**src/rtl/async_count.sv**
```systemverilog
// rtl/async_count.sv - free-running modulo up counter with terminal-count decode
//
// Purpose:
//   Modulo counter used as an event/cycle counter or timebase. It advances
//   by one on every rising clk edge while out of reset. After MAX_COUNT it
//   wraps back to 0. It flags the terminal value on tc. There is no enable
//   and no load.
//
// Parameters:
//   WIDTH      counter width in bits (1..32)
//   MAX_COUNT  terminal value, 1..2**WIDTH-1; count wraps to 0 after it
//
// Ports:
//   clk      input   rising-edge clock
//   reset    input   asynchronous active-low reset; clears all state at once
//   count    output  [WIDTH-1:0] current count, straight from the register
//   tc       output  high exactly while count == MAX_COUNT (combinational)
//   wrapped  output  sticky flag set on the first wrap to 0; it clears only
//                    on reset. This port exists only when the macro
//                    ASYC_COUNT_WRAPFLAG_EN is defined.
//
// Optional feature macro: ASYC_COUNT_WRAPFLAG_EN

module async_count #(
  parameter int          WIDTH     = 4,
  parameter int unsigned MAX_COUNT = (2**WIDTH) - 1
) (
  input  logic             clk,
  input  logic             reset,
  output logic [WIDTH-1:0] count,
  output logic             tc
`ifdef ASYC_COUNT_WRAPFLAG_EN
  ,
  output logic             wrapped
`endif
);

  // MAX_COUNT is cut to the counter width once, so the compare below is
  // same-width. With WIDTH=32 the default expression becomes all ones.
  localparam logic [WIDTH-1:0] LP_MAX = WIDTH'(MAX_COUNT);

  logic [WIDTH-1:0] r_count;
  logic             w_at_max;

  assign w_at_max = (r_count == LP_MAX);

  // The wrap is an explicit return to 0, not a natural overflow. The
  // increment therefore never needs a carry past WIDTH bits, and count
  // never goes above MAX_COUNT.
  always_ff @(posedge clk or negedge reset) begin
    if (!reset) begin
      r_count <= '0;
    end else if (w_at_max) begin
      r_count <= '0;
    end else begin
      r_count <= r_count + WIDTH'(1);
    end
  end

  assign count = r_count;
  assign tc    = w_at_max;

`ifdef ASYC_COUNT_WRAPFLAG_EN
  logic r_wrapped;

  // Set on the same edge that takes count from MAX_COUNT to 0.
  always_ff @(posedge clk or negedge reset) begin
    if (!reset) begin
      r_wrapped <= 1'b0;
    end else if (w_at_max) begin
      r_wrapped <= 1'b1;
    end
  end

  assign wrapped = r_wrapped;
`endif

endmodule

```
**config.mk**
```make
export PLATFORM = sky130hd
export DESIGN_NAME = async_count
export DESIGN_NICKNAME = d
export VERILOG_FILES = /design/src/rtl/async_count.sv
export SDC_FILE = /design/constraint.sdc
export NUM_CORES = 1
export LEC_CHECK = 0
export CAP_MARGIN = 20
export CELL_PAD_IN_SITES_DETAIL_PLACEMENT = 0
export CELL_PAD_IN_SITES_GLOBAL_PLACEMENT = 1
export CORE_AREA = 2 2 39 41
export DETAILED_ROUTE_END_ITERATION = 10
export DIE_AREA = 0 0 41 43
export PLACE_DENSITY = 0.39
export SETUP_SLACK_MARGIN = 0.02
export SLEW_MARGIN = 10
export SYNTH_ARGS = -nofsm -noshare
export SYNTH_HDL_FRONTEND = slang
export SYNTH_SLANG_ARGS = --single-unit
```
**constraint.sdc**
```tcl
create_clock -name clk -period 1.5 [get_ports clk]
set_clock_uncertainty 0.2 [all_clocks]
set_input_delay 0.3 -clock clk [delete_from_list [all_inputs] [get_ports clk]]
set_output_delay 0.3 -clock clk [all_outputs]
set_load 0.05 [all_outputs]
```
**Yosys cells after proc, flatten, opt, wreduce, memory -nomap -nowiden**

Index checks and enable logic that the tools add are counted.

- $add $sub $neg: 1
- Equality and inequality tests: 1
- Muxes and demuxes: 1

Operators with widths:

| operator | number |
|---|---|
| adder 4 x 1 -> 4 bit (second input constant) | 1 |
| == test 4 bit (second input constant) | 1 |
| 2-to-1 mux 4 bit | 1 |

- Bits in registers: 4
- Input port bits: 2
- Logic and storage cells: 4

**Logic depth before layout (Yosys ltp)**

- Depth in word-level cells: 2
- Gate-level depth with buffers: 3

**Worst setup path before layout**

OpenSTA, ideal clock, no wires.

- Kind: reg-to-output
- Start: register r_count[0], in the netlist count[0]
- End: output port tc
- Data arrival time: 1277 ps
- Required time: 1000 ps
- Slack: -277 ps
- Cell stages (with the launch flop): 3
- Cells stage by stage: dfrtp_1 ha_1 and3_2

- Longest elaborated chain between the ends: 1

Ends and longest elaborated chain:

| what | RTL line | text |
|---|---|---|
| from (decl) | 42 | `logic [WIDTH-1:0] r_count;` |
| from (signal assigned) | 56 | `r_count <= r_count + WIDTH'(1);` |
| == test 4 bit | 45 | `assign w_at_max = (r_count == LP_MAX);` |
| to (decl) | 31 | `output logic tc` |

Every way passes these cells.

**Worst setup path after layout**

Ends and elaborated chain as after synthesis.

==> impl_metrics.json <==
{
  "syn_inst": 13,
  "nNetsFinal": 31,
  "area_growth_pct": 123.0,
  "final_cell_area_sq_um": 376.6,
  "grt_setup_unrepaired": "yes",
  "mappedNetlistArea_sq_um": 168.9,
  "first_pass_iters": 1,
  "slew_violations": 0,
  "min_path_type": "input port to asynchronous set/reset pin",
  "ir_worst_vdd_mv": 0.2319,
  "p_per_area_nw_per_um2": 635.4,
  "violations": "setup timing",
  "drc": 0,
  "grt_pass1_wl_um": 807,
  "synthMuxAreaShare_pct": 0,
  "cts_tree": "built",
  "arrival_ps": 1110,
  "drive_above_1_share_pct": 73.08,
  "post_drt_wl_per_cell_um": 10.62,
  "htree_levels": 1,
  "num_rows": 14,
  "cts_sinks": 4,
  "ys_ff_latch": 4,
  "grt_max_degree": 6,
  "track_usage_pct": 7.669,
  "final.period_utilization_pct": 107.1,
  "initial_core_util_pct": 12.21,
  "end_kind": "output pin",
  "r2r_setup_slack_ps": 100,
  "crit_type": "flip-flop to output pin",
  "fmax_mhz": 622.6,
  "path_buf_inv": 1,
  "worstPathMaxFanout": 2,
  "core_area_sq_um": 1384,
  "synth_cell_type_count": 10,
  "critPathRequiredTime_ps": 1000,
  "n_antenna_cell": 0,
  "synth_top_family_by_area": "simple AND/OR/NAND/NOR gates",
  "die_h_um": 43,
  "clk_pin_slew_ps": 40,
  "pin_count": 7,
  "routed_wl_um": 446,
  "gp_congestion": 0.6453,
  "avgSynthCellArea_sq_um": 12.99,
  "worstPathCellList": "ha_4, and3_4, buf_12",
  "synth_nets": 16,
  "slowest_delay_ps": 410,
  "worstReg2RegEnd": "count[3]",
  "ant_nets": 0,
  "overflow": 0,
  "cts.path.max_buffers": 2,
  "synth-compound-area-share_pct": 5.926,
  "setup_viol": 2,
  "placed_cell_area_sq_um": 327.8,
  "synthXorXnorAreaFrac_pct": 5.185,
  "first_iter_violations": 0,
  "synth-simple-area-share_pct": 20.00,
  "power_leakage_nw": 0.1676,
  "grt_antenna_before_repair": 0,
  "dieArea_sq_um": 1763,
  "r2r_cells": 3,
  "ys_seq_area_share_pct": 59.26,
  "cp-start-kind": "flip-flop",
  "yosysWarnings": 0,
  "whs_ps": 69.91,
  "maxCapViolCount": 0,
  "cp_top_family": "flip-flops",
  "cts_inserted_buffers": 3,
  "post-route-min-period_ps": 1606,
  "io_buffer_count": 6,
  "drt-vias-per-instance": 3.738,
  "die_x_um": 41,
  "slew_headroom_pct": 88.42,
  "fillerInstances": 139,
  "worstMarginPinSlew_ps": 173.1,
  "setup_slack_ps": -106.3,
  "cp_slowest_cell": "dfrtp_2",
  "vias": 157,
  "clkLatencyLatePin_ps": 230,
  "r2r_start": "count[0]",
  "run_status": "complete, but fails checks",
  "finalHoldViolations": 0,
  "grt_pass1_vias": 183,
  "synth_fa_ha_area_share_pct": 7.407,
  "finalPower_mw": 0.2393,
  "cts-root-buf": "clkbuf_4",
  "largest_register_ffs": 4
}
==> worst max-delay path by stage <==
stage / from / endpoint / depth (start not counted)
2_1_floorplan: count[0] / tc / 2
3_3_place_gp: count[1] / tc / 3
3_5_place_dp: count[1] / tc / 3
4_1_cts: count[1] / tc / 3
5_1_grt: count[0] / tc / 3
6_report: count[0] / tc / 3
==> cell families (layout without fill, tap and decap cells) <==
kind of cell             Yosys count  in the layout
buffers and inverters              1             14
AND/OR/NAND/NOR                    5              5
adder cells (fa/ha/maj)            1              1
flip-flops                         4              4
AO/OA/AOI/OAI                      1              1
XOR/XNOR                           1              1
==> power breakdown <==
| group | switching (mW) | total [mW] | leakage (nW) | internal [mW] |
|---|---|---|---|---|
| Sequential | 0 | 0.109 | 0.0465 | 0.109 |
| Clock | 0.0376 | 0.127 | 0.0138 | 0.0890 |
| Combinational | 0.00181 | 0.00413 | 0.107 | 0.00231 |
| Total | 0.0394 | 0.239 | 0.168 | 0.200 |
==> synthesized netlist by cell type <==
library cell  count  area, sq um
and3_2            1        7.510
ha_1              1        12.51
xor2_1            1        8.760
dfrtp_1           4        100.1
nor2_1            1        3.750
inv_1             1        3.750
a311o_1           1        10.01
and2b_2           1        8.760
and4b_1           1        10.01
nand2_1           1        3.750
==> per-layer routing <==
metal | vias up | routed length, um | global-route usage, %
met5 | - | 0 | 0
met4 | 0 | 0 | 8.000
met3 | 0 | 41 | 5.236
met2 | 5 | 283 | 11.56
met1 | 81 | 121 | 5.556
li1 | 71 | - | -
==> layout by cell type (no fill, tap or decap), drive strengths merged <==
| cell | Yosys | layout |
|---|---|---|
| ha | 1 | 1 |
| dfrtp | 4 | 4 |
| buf | 0 | 9 |
| and2b | 1 | 1 |
| a311o | 1 | 1 |
| xor2 | 1 | 1 |
| nand2 | 1 | 1 |
| and4b | 1 | 1 |
| clkbuf | 0 | 3 |
| nor2 | 1 | 1 |
| clkdlybuf4s50 | 0 | 1 |
| and3 | 1 | 1 |
| inv | 1 | 1 |
==> layout make-up <==
class	count	area [sq um]	share of cell area, %
Clock buffer	3	22.52	5.980
Inverter	1	3.754	0.9967
Multi-Input combinational cell	8	81.33	21.59
Sequential cell	4	105.1	27.91
Tap cell	16	20.02	5.316
Timing Repair Buffer	10	143.9	38.21
==> through the flow <==
step / TNS (ps) / cells / setup slack, ps / utilization (%)
floorplan: -8.166 / 13 / -8.166 / -
global placement: 0 / 36 / 90.89 / 23.69
detailed placement: 0 / 36 / 90.71 / 23.69
CTS: -159.2 / 42 / -114.9 / 27.22
global route: -228.5 / 42 / -145.9 / 27.22
finish: -146.1 / 42 / -106.3 / 27.22
==> timing repair <==
item,CTS,global route
setup endpoints to repair,1,3
setup buffers,3,0
gates resized for setup,1,0
pin swaps,1,1
hold buffers,0,0
Power figures use the tool's default switching activity.
